[config.mk]
export PLATFORM = sky130hd
export DESIGN_NAME = npc_ctrl_gen
export DESIGN_NICKNAME = d
export VERILOG_FILES = /design/src/rtl/npc_pkg.sv /design/src/rtl/npc_target_calc.sv /design/src/rtl/npc_ctrl_gen.sv
export SDC_FILE = /design/constraint.sdc
export NUM_CORES = 1
export LEC_CHECK = 0
export CAP_MARGIN = 40
export CORE_ASPECT_RATIO = 1.25
export CORE_MARGIN = 10
export CORE_UTILIZATION = 68
export CTS_CLUSTER_DIAMETER = 50
export CTS_CLUSTER_SIZE = 40
export DETAILED_ROUTE_END_ITERATION = 8
export DONT_BUFFER_PORTS = 1
export PLACE_DENSITY = 0.94
export SLEW_MARGIN = 30
export SYNTH_ARGS = -nofsm -noshare
export SYNTH_HDL_FRONTEND = slang
export SYNTH_SLANG_ARGS = --single-unit
[constraint.sdc]
create_clock -name clk -period 6.6 [get_ports clk]
set_input_delay 0.66 -clock clk [delete_from_list [all_inputs] [get_ports clk]]
set_output_delay 0.66 -clock clk [all_outputs]
set_load 0.005 [all_outputs]
[src/rtl/npc_pkg.sv]
`default_nettype none
// ============================================================================
// Module   : npc_pkg
// Purpose  : Shared encodings for the next-PC select interface: NPC_ctrl
//            codes, branch/jump type codes, resolution FSM states and small
//            helpers that classify an instruction's control-transfer type.
// Ports    : none (package)
// Revision : 1.0 - initial release
// ============================================================================
package npc_pkg;

   // Next-PC select codes consumed by the fetch-stage PC multiplexer.
   typedef enum logic [1:0] {
      NPC_PC4  = 2'b00,
      NPC_BR   = 2'b01,
      NPC_JR   = 2'b10,
      NPC_JJAL = 2'b11
   } npc_ctrl_e;

   typedef enum logic [2:0] {
      BR_NONE = 3'd0,
      BR_BEQ  = 3'd1,
      BR_BNE  = 3'd2,
      BR_BLEZ = 3'd3,
      BR_BGTZ = 3'd4,
      BR_BLTZ = 3'd5,
      BR_BGEZ = 3'd6,
      BR_RSVD = 3'd7
   } br_type_e;

   typedef enum logic [1:0] {
      J_NONE = 2'd0,
      J_JJAL = 2'd1,
      J_JR   = 2'd2,
      J_RSVD = 2'd3
   } j_type_e;

   typedef enum logic [1:0] {
      ST_IDLE = 2'd0,
      ST_WAIT = 2'd1,
      ST_HOLD = 2'd2
   } npc_state_e;

   function automatic logic f_is_jump(input j_type_e j);
      return (j == J_JJAL) || (j == J_JR);
   endfunction

   function automatic logic f_is_branch(input br_type_e b);
      return (b != BR_NONE) && (b != BR_RSVD);
   endfunction

   // A jump overrides any branch code, so a j/jal needs no operands even if
   // Br_type happens to be nonzero.
   function automatic logic f_need_rs(input j_type_e j, input br_type_e b);
      if (j == J_JR)
         return 1'b1;
      else if (f_is_jump(j))
         return 1'b0;
      else
         return f_is_branch(b);
   endfunction

   function automatic logic f_need_rt(input j_type_e j, input br_type_e b);
      return !f_is_jump(j) && ((b == BR_BEQ) || (b == BR_BNE));
   endfunction

endpackage : npc_pkg
`default_nettype wire

[src/rtl/npc_target_calc.sv]
`default_nettype none
// ============================================================================
// Module   : npc_target_calc
// Purpose  : Combinational target and condition evaluation for decode-stage
//            control transfers.
// Ports    : i_pc_id    [31:0] PC of the decode-stage instruction
//            i_imm16    [15:0] branch offset field
//            i_index26  [25:0] jump index field
//            i_rs_val   [31:0] forwarded RS operand
//            i_rt_val   [31:0] forwarded RT operand
//            i_br_type  [2:0]  branch type code
//            i_j_type   [1:0]  jump type code
//            o_br       [31:0] branch target
//            o_jr       [31:0] register-jump target
//            o_j_jal    [31:0] absolute-jump target
//            o_taken           redirect taken (jumps always, branches on cond)
// Revision : 1.0 - initial release
// ============================================================================
module npc_target_calc
   import npc_pkg::*;
(
   input  logic [31:0] i_pc_id,
   input  logic [15:0] i_imm16,
   input  logic [25:0] i_index26,
   input  logic [31:0] i_rs_val,
   input  logic [31:0] i_rt_val,
   input  logic [2:0]  i_br_type,
   input  logic [1:0]  i_j_type,
   output logic [31:0] o_br,
   output logic [31:0] o_jr,
   output logic [31:0] o_j_jal,
   output logic        o_taken
);

   logic [31:0] w_pc4;
   logic        w_rs_neg;
   logic        w_rs_zero;
   logic        w_rs_eq_rt;
   logic        w_br_cond;
   br_type_e    w_br;
   j_type_e     w_j;

   assign w_br       = br_type_e'(i_br_type);
   assign w_j        = j_type_e'(i_j_type);
   assign w_pc4      = i_pc_id + 32'd4;
   assign w_rs_neg   = i_rs_val[31];
   assign w_rs_zero  = (i_rs_val == 32'd0);
   assign w_rs_eq_rt = (i_rs_val == i_rt_val);

   assign o_br    = w_pc4 + {{14{i_imm16[15]}}, i_imm16, 2'b00};
   assign o_jr    = i_rs_val;
   assign o_j_jal = {w_pc4[31:28], i_index26, 2'b00};

   always_comb begin
      w_br_cond = 1'b0;
      case (w_br)
         BR_BEQ:  w_br_cond = w_rs_eq_rt;
         BR_BNE:  w_br_cond = !w_rs_eq_rt;
         BR_BLEZ: w_br_cond = w_rs_neg || w_rs_zero;
         BR_BGTZ: w_br_cond = !w_rs_neg && !w_rs_zero;
         BR_BLTZ: w_br_cond = w_rs_neg;
         BR_BGEZ: w_br_cond = !w_rs_neg;
         default: w_br_cond = 1'b0;
      endcase
   end

   assign o_taken = f_is_jump(w_j) || w_br_cond;

endmodule : npc_target_calc
`default_nettype wire

[src/rtl/npc_ctrl_gen.sv]
`default_nettype none
// ============================================================================
// Module   : npc_ctrl_gen
// Purpose  : Decode-stage control-transfer resolution. Produces the next-PC
//            select code and target buses, stalls while forwarded operands
//            are not final, and replays a resolved redirect while fetch is
//            frozen.
// Ports    : clk, reset            clock, asynchronous active-high reset
//            ID_valid              decode stage holds a real instruction
//            Br_type [2:0]         branch type code
//            J_type  [1:0]         jump type code (priority over Br_type)
//            PC_ID   [31:0]        PC of decode-stage instruction
//            Imm16   [15:0]        branch offset field
//            Index26 [25:0]        jump index field
//            RS_val, RT_val [31:0] forwarded operands
//            RS_ready, RT_ready    forwarded operands are final
//            Fetch_stall           PC register will not load this cycle
//            NPC_ctrl [1:0]        next-PC select
//            BR, JR, J_JAL [31:0]  target buses
//            Stall_req             hold IF/ID and ID/EX this cycle
//            Hold_active           a latched redirect is pending
//            Wait_timeout          sticky operand-wait watchdog flag
// Revision : 1.0 - initial release
// ============================================================================
module npc_ctrl_gen
   import npc_pkg::*;
#(
   parameter int WAIT_LIMIT = 15
)(
   input  logic        clk,
   input  logic        reset,
   input  logic        ID_valid,
   input  logic [2:0]  Br_type,
   input  logic [1:0]  J_type,
   input  logic [31:0] PC_ID,
   input  logic [15:0] Imm16,
   input  logic [25:0] Index26,
   input  logic [31:0] RS_val,
   input  logic [31:0] RT_val,
   input  logic        RS_ready,
   input  logic        RT_ready,
   input  logic        Fetch_stall,
   output logic [1:0]  NPC_ctrl,
   output logic [31:0] BR,
   output logic [31:0] JR,
   output logic [31:0] J_JAL,
   output logic        Stall_req,
   output logic        Hold_active,
   output logic        Wait_timeout
);

   localparam int                CNT_W      = $clog2(WAIT_LIMIT + 1);
   localparam logic [CNT_W-1:0] c_WAIT_MAX = CNT_W'(WAIT_LIMIT);

   npc_state_e       r_state;
   npc_state_e       w_state_nxt;
   npc_ctrl_e        r_hold_code;
   logic [31:0]      r_hold_tgt;
   logic [CNT_W-1:0] r_wait_cnt;
   logic [CNT_W-1:0] w_cnt_nxt;
   logic             r_timeout;

   br_type_e    w_br;
   j_type_e     w_j;
   logic [31:0] w_br_tgt;
   logic [31:0] w_jr_tgt;
   logic [31:0] w_jjal_tgt;
   logic        w_taken;
   logic        w_is_ctrl;
   logic        w_ready;
   npc_ctrl_e   w_res_code;
   logic [31:0] w_res_tgt;
   npc_ctrl_e   w_code;
   logic        w_stall;
   logic        w_latch;
   logic        w_cnt_inc;
   logic        w_cnt_clr;
   logic        w_hold_on;

   assign w_br = br_type_e'(Br_type);
   assign w_j  = j_type_e'(J_type);

   npc_target_calc u_target_calc (
      .i_pc_id   (PC_ID),
      .i_imm16   (Imm16),
      .i_index26 (Index26),
      .i_rs_val  (RS_val),
      .i_rt_val  (RT_val),
      .i_br_type (Br_type),
      .i_j_type  (J_type),
      .o_br      (w_br_tgt),
      .o_jr      (w_jr_tgt),
      .o_j_jal   (w_jjal_tgt),
      .o_taken   (w_taken)
   );

   // Gating with reset keeps NPC_ctrl/Stall_req at their reset values for the
   // whole reset pulse, even while an instruction sits in decode.
   assign w_is_ctrl = ID_valid && !reset && (f_is_jump(w_j) || f_is_branch(w_br));
   assign w_ready   = (!f_need_rs(w_j, w_br) || RS_ready) &&
                      (!f_need_rt(w_j, w_br) || RT_ready);

   // Resolved code and the target that goes with it (what HOLD would replay).
   always_comb begin
      w_res_code = NPC_PC4;
      w_res_tgt  = 32'd0;
      if (w_taken) begin
         if (w_j == J_JJAL) begin
            w_res_code = NPC_JJAL;
            w_res_tgt  = w_jjal_tgt;
         end else if (w_j == J_JR) begin
            w_res_code = NPC_JR;
            w_res_tgt  = w_jr_tgt;
         end else begin
            w_res_code = NPC_BR;
            w_res_tgt  = w_br_tgt;
         end
      end
   end

   // ------------------------------------------------------------------------
   // Resolution FSM
   // ------------------------------------------------------------------------
   always_ff @(posedge clk or posedge reset) begin
      if (reset)
         r_state <= ST_IDLE;
      else
         r_state <= w_state_nxt;
   end

   always_comb begin
      w_state_nxt = r_state;
      w_code      = NPC_PC4;
      w_stall     = 1'b0;
      w_latch     = 1'b0;
      w_cnt_inc   = 1'b0;
      w_cnt_clr   = 1'b0;
      case (r_state)
         ST_IDLE: begin
            if (w_is_ctrl) begin
               if (!w_ready) begin
                  // Operand wait wins over Fetch_stall: nothing latched yet.
                  w_stall     = 1'b1;
                  w_cnt_inc   = 1'b1;
                  w_state_nxt = ST_WAIT;
               end else begin
                  w_code    = w_res_code;
                  w_cnt_clr = 1'b1;
                  if (Fetch_stall) begin
                     w_latch     = 1'b1;
                     w_state_nxt = ST_HOLD;
                  end
               end
            end
         end
         ST_WAIT: begin
            if (!w_is_ctrl) begin
               w_cnt_clr   = 1'b1;
               w_state_nxt = ST_IDLE;
            end else if (!w_ready) begin
               w_stall   = 1'b1;
               w_cnt_inc = 1'b1;
            end else begin
               w_code    = w_res_code;
               w_cnt_clr = 1'b1;
               if (Fetch_stall) begin
                  w_latch     = 1'b1;
                  w_state_nxt = ST_HOLD;
               end else begin
                  w_state_nxt = ST_IDLE;
               end
            end
         end
         ST_HOLD: begin
            w_code = r_hold_code;
            // A control instruction in the delay slot is not resolved here.
            w_stall = w_is_ctrl;
            if (!Fetch_stall)
               w_state_nxt = ST_IDLE;
         end
         default: begin
            w_state_nxt = ST_IDLE;
         end
      endcase
   end

   // ------------------------------------------------------------------------
   // Hold registers
   // ------------------------------------------------------------------------
   always_ff @(posedge clk or posedge reset) begin
      if (reset) begin
         r_hold_code <= NPC_PC4;
         r_hold_tgt  <= 32'd0;
      end else if (w_latch) begin
         r_hold_code <= w_res_code;
         r_hold_tgt  <= w_res_tgt;
      end
   end

   // ------------------------------------------------------------------------
   // Operand-wait counter and sticky watchdog
   // ------------------------------------------------------------------------
   always_comb begin
      w_cnt_nxt = r_wait_cnt;
      if (w_cnt_clr)
         w_cnt_nxt = '0;
      else if (w_cnt_inc && (r_wait_cnt != c_WAIT_MAX))
         w_cnt_nxt = r_wait_cnt + CNT_W'(1);
   end

   always_ff @(posedge clk or posedge reset) begin
      if (reset) begin
         r_wait_cnt <= '0;
         r_timeout  <= 1'b0;
      end else begin
         r_wait_cnt <= w_cnt_nxt;
         if (w_cnt_nxt == c_WAIT_MAX)
            r_timeout <= 1'b1;
      end
   end

   // ------------------------------------------------------------------------
   // Outputs: only the bus selected by the held code is replaced in HOLD.
   // ------------------------------------------------------------------------
   assign w_hold_on = (r_state == ST_HOLD);

   assign NPC_ctrl     = w_code;
   assign Stall_req    = w_stall;
   assign Hold_active  = w_hold_on;
   assign Wait_timeout = r_timeout;

   assign BR    = (w_hold_on && (r_hold_code == NPC_BR))   ? r_hold_tgt : w_br_tgt;
   assign JR    = (w_hold_on && (r_hold_code == NPC_JR))   ? r_hold_tgt : w_jr_tgt;
   assign J_JAL = (w_hold_on && (r_hold_code == NPC_JJAL)) ? r_hold_tgt : w_jjal_tgt;

endmodule : npc_ctrl_gen
`default_nettype wire

After elaboration in Yosys (flattened, before gate mapping)
Cells that the tools add are included. Widths: inputs -> output; s select.

Add/subtract/negate cells: 3. Muxes and demuxes: 37. Eq/ne operators: 21. Reductions and logical operators: 29.

Operators with widths (number): $mux 32 (6); $add 32x3->32 const B (1); $add 32x32->32 (1); $eq 32x32->1 (1); $logic_not 32->1 (1); $mux 2 (12); $mux 1 (12); $logic_and 1x1->1 (10); $eq 3x3->1 const B (3); $ne 3x3->1 const B (3); $eq 2x2->1 const B (4); $mux 4 (2); $logic_not 1->1 (7); $logic_or 1x1->1 (7); $eq 2x1->1 const B (3); $eq 3x2->1 const B (2); $pmux 1 s6 (1); $pmux 2 s3 (1); $add 4x1->4 const B (1); $eq 4x4->1 const B (1); $ne 2x2->1 const B (2); $ne 4x4->1 const B (1); $pmux 1 s2 (2); $pmux 2 s2 (1); other kinds (5) (5).

Input bits: 149. Flip-flop bits (word level): 41. Word-level logic and storage cells: 95.

Logic depth before layout (Yosys ltp)
Gate-level depths: netlist of the first run.

Depth after elaboration: 14. Depth in mapped cells: 17. Depth with buffers taken out: 16.

Cells and area by module
From an unflattened synthesis of the first run, not the netlist that was laid out.

Cell total of the unflattened synthesis: 863. Area, all modules: 6862.8 um2.

By module, submodules not included: npc_ctrl_gen (area each 3651.0 um2, instances 1, sequential area each 1026.0 um2, cells each 422); npc_target_calc (area each 3211.8 um2, instances 1, sequential area each 0.0 um2, cells each 441).

Worst setup path before layout of the first run
No wires, ideal clock.

Path type: input port to output port. Start point: in PC_ID[4]. End point: out BR[31]. Stages on the path: 14. Arrival time: 3.406 ns. Path slack: 2.534 ns. Path buffers: 1. Path through: nand4_1 -> nor3_1 -> and2_1 -> nand4_1 -> xnor2_1 -> ha_1 -> clkbuf_1 -> a21oi_1 -> o21ai_0 -> or4_1 -> a31oi_1 -> o21ai_1 -> xor2_1 -> o21ai_1.

Longest elaborated chain between the ends: 3.

RTL lines: start, declared (RTL line npc_ctrl_gen.sv:35) `input logic [31:0] PC_ID,`; $add 32x3->32 (RTL line npc_target_calc.sv:45) `assign w_pc4 = i_pc_id + 32'd4;`; $add 32x32->32 (RTL line npc_target_calc.sv:50) `assign o_br = w_pc4 + {{14{i_imm16[15]}}, i_imm16, 2'b00};`; $mux 32 (RTL line npc_ctrl_gen.sv:232) `assign BR = (w_hold_on && (r_hold_code == NPC_BR)) ? r_hold_tgt : w_br_tgt;`; end, declared (RTL line npc_ctrl_gen.sv:44) `output logic [31:0] BR,`.

Every way passes these cells.

Worst setup path in the final report of the first run
Start point: in PC_ID[4]. End point: out BR[26].

The elaborated chain is that of the path after synthesis.

==> results of run 1 <==
[power by group through the flow]
| stage | clock network, W | logic (W) | registers [W] |
|---|---|---|---|
| after floorplan | 0 | 0.000403 | 0.000387 |
| after global placement | 0 | 0.000501 | 0.000411 |
| after detailed placement | 0 | 0.000525 | 0.000419 |
| after CTS | 0.000172 | 0.000527 | 0.000415 |
| after global routing | 0.000182 | 0.000584 | 0.000428 |
| final | 0.000173 | 0.000535 | 0.000421 |
[per-stage QoR]
stage                     utilization [%]  power [W]
after floorplan                         -  0.0007896
after CTS                           72.77   0.001113
final                               72.77   0.001130
after detailed placement            71.78  0.0009440
after global routing                72.77   0.001194
after global placement              70.84  0.0009125
[path summary, 6_finish.rpt]
check / start / end / slack, ns / depth (start not counted)
worst max-delay path: PC_ID[4] / BR[26] / 2.00 / 12
worst min-delay path: reset / r_hold_tgt[3] / 0.38 / 2
worst max register to register: r_state[1] / r_hold_tgt[22] / 3.92 / 6
worst min register to register: Wait_timeout / Wait_timeout / 0.55 / 1
max in group asynchronous: reset / r_hold_code[1] / 5.83 / 2
min in group clk: Fetch_stall / r_state[1] / 0.52 / 1
[state kept, by name, indices dropped and copies added, names as in the netlist]
name          flops
r_hold_tgt       32
r_hold_code       2
Wait_timeout      1
r_wait_cnt        4
r_state           2
[final cells by class]
cell class | instances | share of cell area (%)
multi-input cells | 691 | 76.57
flip-flops and latches | 41 | 16.12
well taps | 120 | 2.358
repair buffers | 9 | 2.005
inverters | 27 | 1.592
clock buffers | 7 | 1.356
[cells in the final DEF (no fill, tap or decap), types with 3 or more instances in the layout]
| cell type | count |
|---|---|
| and4_1 | 6 |
| a22o_1 | 10 |
| a31oi_1 | 11 |
| nor3_1 | 9 |
| nor2_1 | 39 |
| a32o_1 | 11 |
| nor4_1 | 16 |
| nand2b_1 | 13 |
| mux2i_1 | 7 |
| clkbuf_8 | 6 |
| mux2_2 | 64 |
| xnor2_1 | 38 |
| a41oi_1 | 3 |
| a21o_1 | 16 |
| nand2_1 | 98 |
| dfrtp_1 | 41 |
| and2_1 | 5 |
| and3_1 | 3 |
| xor2_1 | 54 |
| a31o_1 | 3 |
| o21a_1 | 8 |
| nand3_1 | 23 |
| or3_1 | 3 |
| buf_4 | 6 |
| o21bai_1 | 3 |
| buf_16 | 3 |
| o2111ai_1 | 4 |
| a21oi_1 | 54 |
| ha_1 | 36 |
| nand4_1 | 19 |
| o21ai_1 | 32 |
| o211ai_1 | 4 |
| o21ai_0 | 54 |
| a211oi_1 | 5 |
| inv_1 | 26 |
[cell usage after synthesis (19+ instances only)]
library cell	n	share of area (%)
ha_1	38	7.7
nand2_1	98	6.0
nand4_1	19	1.9
clkbuf_1	32	2.0
a21oi_1	54	4.4
inv_1	27	1.6
nor2_1	41	2.5
o21ai_0	54	4.4
mux2_2	64	12
xnor2_1	38	5.4
xor2_1	54	7.7
o21ai_1	32	2.6
dfrtp_1	41	17
nand3_1	24	2.0
[cells by family (layout without fill, tap and decap cells)]
kind of cell             after synthesis  in the layout
AND/OR/NAND/NOR                      249            249
AO/OA/AOI/OAI                        239            239
XOR/XNOR                              92             92
multiplexers                          72             72
buffers and inverters                 69             43
flip-flops                            41             41
adder cells (fa/ha/maj)               39             39
[layer usage]
layer / routed length, µm / track usage, % / share of wire (%)
met3: 3013 / 10.66 / 13
met1: 7944 / 36.52 / 34
met2: 11120 / 56.01 / 48
met5: 0 / 0 / 0
met4: 1001 / 13.19 / 4.3
==> out/results.ini, run 1 <==
[critical_path]
cp_top_family=simple AND/OR/NAND/NOR gates
start_kind=primary input
path_class=in -> out
worstPathArrival_ns=3.94
path_cells=nand4_1 > nor3_1 > nand4_1 > xnor2_1 > ha_1 > nand4_1 > nor3_1 > o2111ai_1 > a31oi_1 > a41oi_1 > xor2_1 > o21ai_0
cp-end-kind=primary output
crit_fanout=9
critPathRequiredTime_ns=5.94
max_stage_delay_ns=0.59
critPathMostFrequentCell=nand4_1
path_buf_inv=0
slowest_stage=nor3_1

[timing]
min_period_over_period_pct=69.69
drv_slew=0
max_slew_margin_pct=50.48
worst_pin_slew_ns=0.7385
fin_tns_setup_ns=0
finalSetupViolCount=0
setup_ws_ns=2.000
hold-worst-slack_ns=0.3790
rsz0062_at_grt=no
max_freq_ghz=0.2174
fin_crit_ns=4.600
finalHoldViolCount=0
clock_skew_ns=0.007883

[die]
start_util_pct=70.24
die_h_um=126.3
io_pins=250
die-area_mm2=0.01326
fp.coreArea_mm2=0.008748
num_rows=38
dieWidth_um=105.0

[hold_path]
min_path_type=in -> async

[power_and_ir_drop]
p_leak_nw=2.519
clock_power_share_pct=15.3
seqPwrFrac_pct=37.3
power_density_mw_per_mm2=177.4
p_int_w=0.0006357
p_sw_share_pct=43.73
p_comb_share_pct=47.4
switching_power_w=0.0004940
peakVddDrop_mv=0.09749

[yosys]
yosysSeqAreaShare_pct=16.70
yosys.area_share.simple_pct=19.63
yosys_warnings=0
synth_top_family_by_area=compound AO/OA/AOI/OAI gates
synth_cell_type_count=64
synth_area_mm2=0.006145
synth-compound-area-share_pct=25.01
synth_xor_area_share_pct=13.11
synth_ff_type=dfrtp_1
synth_fa_ha_area_share_pct=8.064
synth_edf_count=0
synth_cells=801
syn_nets=989
syn_area_per_cell_um2=7.671
synth_mux_area_share_pct=13.11
synthArstFlopShare_pct=100.0
ys_ff_latch=41

[placed_design]
io_buffers=0
dp_slack_ns=2.018
dp_hpwl_mm=18.76
dp_cells=888
globalplace.congestion=0.9577
dpl_cell_area_mm2=0.006280

[finish]
stdcell_area_mm2=0.006366
stdcell_count=895
drive_gt1_share_pct=12.13
multiInputGateArea_mm2=0.004875
nets=963
seq_area_mm2=0.001026
areaGrowthSynthToFinish_pct=3.604
nFillCells=713
diodes=0

[clock_tree]
holdBufCountCts=0
numClockSinks=41
post_cts_buffers=0
cts_tree=built
clk_latency_ns=0.30
clk_pin_slew_worst_paths_ns=0.08
cts_resized=0
cts-htree-levels=2
numCtsBuffers=5
max-clock-path-buffers=2
root_buffer=clkbuf_8

[routing]
ant_nets=0
drt_iter0_markers=755
wl_per_cell_um=25.79
drc=0
routed_wl_mm=23.08
num_vias=6554
avgViaCountPerCell=7.323
drt-pass1-iter-count=6

[global_route]
grt_pass1_wl_mm=35.69
grt_pass1_vias=6271
grt_max_degree=61
antenna_found_initial=0
overflow=0
grt_usage_pct=32.67

[run]
maxCapViolCount=0

[status]
status=completed

No activity file was read; power rests on OpenSTA's default activity.
==> run 2: changes to the inputs <==
- CORE_UTILIZATION: 68 -> 60
- PLACE_DENSITY: 0.94 -> 0.89
- clock period: 6.6 -> 3.8 ns (I/O delays scaled with it)
==> run 2 against run 1 <==
Compared with the run above:
- cell count up 2.2%
- first-iteration DRC count down 24%
- design area up 3.1%
- clock power rose to 3.3 times the previous value
- critical path depth up 3
- die area up 11%
- sequential share of layout area down 0.49 points
- clock-buffer cell count down 2
- clock skew up 0.0020 ns
- sequential cell count unchanged
- critical path type unchanged
- critical endpoint is now BR[31]
- highest routed layer unchanged
==> out/results.ini, run 2 (same netlist as run 1, synthesis figures left out) <==
[critical_path]
cp-end-kind=primary output
path_cells=nand4_1 > nor3_1 > buf_4 > and2_1 > nand2_1 > xnor2_1 > ha_1 > a21o_1 > a21oi_1 > o21ai_0 > or4_1 > a31oi_2 > o21ai_1 > xor2_1 > o21ai_2
start_kind=primary input
worstPathArrival_ns=3.21
crit_fanout=6
path_class=in -> out
max_stage_delay_ns=0.46
cp_top_family=simple AND/OR/NAND/NOR gates
path_buf_inv=1
slowest_stage=or4_1
critPathRequiredTime_ns=3.42

[finish]
largest_register_ffs=32
drive_gt1_share_pct=14.50
top_register=r_hold_tgt
nets=973
mostFrequentLayoutCells=nand2_1, mux2_2, a21oi_1, o21ai_0, xor2_1
reg_top3=r_hold_tgt x32, r_wait_cnt x4
seq_area_mm2=0.001026
areaGrowthSynthToFinish_pct=6.842
diodes=0
layout_commonest_cell=nand2_1
multiInputGateArea_mm2=0.004912
nFillCells=884
stdcell_area_mm2=0.006565

[power_and_ir_drop]
power_density_mw_per_mm2=339.5
finalPower_w=0.002229
peakVddDrop_mv=0.1546
p_leak_nw=2.610

[clock_tree]
clk_pin_slew_worst_paths_ns=0.07
numClockSinks=41
clk_latency_ns=0.29
cts_tree=built
post_cts_buffers=0
holdBufCountCts=0
max-clock-path-buffers=2
root_buffer=clkbuf_16
cts-htree-levels=2
numCtsBuffers=5

[placed_design]
globalplace.congestion=0.9288
dp_hpwl_mm=18.20
io_buffers=0
dpl_cell_area_mm2=0.006334

[timing]
rsz0062_at_grt=no
finalSetupViolCount=0
max_slew_margin_pct=42.35
min_period_over_period_pct=94.54
worst_pin_slew_ns=0.8596
fin_crit_ns=3.592
max_freq_ghz=0.2784
drv_slew=0
fin_tns_setup_ns=0
finalHoldViolCount=0
clock_skew_ns=0.009855

[global_route]
grt_usage_pct=28.08
grt_pass1_vias=6172
antenna_found_initial=0
grt_max_degree=60
overflow=0
grt_pass1_wl_mm=34.31

[die]
fp.coreArea_mm2=0.01005
num_rows=41
io_pins=250
die-area_mm2=0.01471
die_h_um=133.1
start_util_pct=61.11
dieWidth_um=110.5

[run]
maxCapViolCount=0

[routing]
avgViaCountPerCell=6.908
wl_per_cell_um=24.59
drt_iter0_markers=575
ant_nets=0
drc=0
num_vias=6321
drt-pass1-iter-count=5
routed_wl_mm=22.50

[status]
status=completed

[hold_path]
min_path_type=in -> async

==> run 2: layer usage <==
metal / wire (µm) / vias to the layer above / GRT usage (%) / part of all wire, %
li1: - / 2906 / - / -
met1: 8242 / 2979 / 31.29 / 37
met2: 10950 / 377 / 47.93 / 49
met3: 2417 / 59 / 9.254 / 11
met4: 890 / 0 / 11.74 / 4.0
met5: 0 / - / 0 / 0
==> run 2: per-stage QoR <==
step	hold WS [ns]	cells	worst slack [ns]	util (%)
2_1_floorplan	0.4626	801	0.2945	-
3_3_place_gp	0.5008	905	0.2439	62.57
3_5_place_dp	0.5052	907	0.1517	62.99
4_1_cts	0.1896	915	0.1314	64.92
5_1_grt	0.2067	915	0.002223	65.29
6_report	0.1799	915	0.2076	65.29
==> run 2: worst paths after layout <==
check / startpoint / to / slack, ns / depth (start not counted)
max reg2reg: r_state[1] / r_hold_tgt[19] / 1.46 / 7
min in group clk: Fetch_stall / r_state[1] / 0.26 / 1
max: PC_ID[4] / BR[31] / 0.21 / 15
min reg2reg: Wait_timeout / Wait_timeout / 0.53 / 1
max in group asynchronous: reset / r_hold_tgt[20] / 3.23 / 2
min: reset / r_hold_tgt[10] / 0.18 / 2
==> run 2: timing repair <==
action                                  4_1_cts  5_1_grt
hold endpoints to repair                      0        0
endpoints found under the setup margin        0        6
gates resized for setup                       0        7
==> run 2: final cells by class <==
type	count	share of cell area [%]
Clock buffer	5	1.906
Clock inverter	3	1.048
Inverter	27	1.544
Multi-Input combinational cell	691	74.82
Sequential cell	41	15.63
Tap cell	129	2.459
Timing Repair Buffer	19	2.592
==> run 2: power by group <==
part / leakage [nW] / internal (W) / switching (W) / total [W]
Sequential: 0.529 / 0.000570 / 0.000162 / 0.000733
Combinational: 1.99 / 0.000401 / 0.000526 / 0.000927
Clock: 0.0944 / 0.000379 / 0.000190 / 0.000569
Total: 2.61 / 0.00135 / 0.000878 / 0.00223
==> run 3: changes to the inputs <==
- CTS_CLUSTER_SIZE: 40 -> default
==> results of run 3 <==
The final DEF is identical to that of run 2; final timing and power are the same.
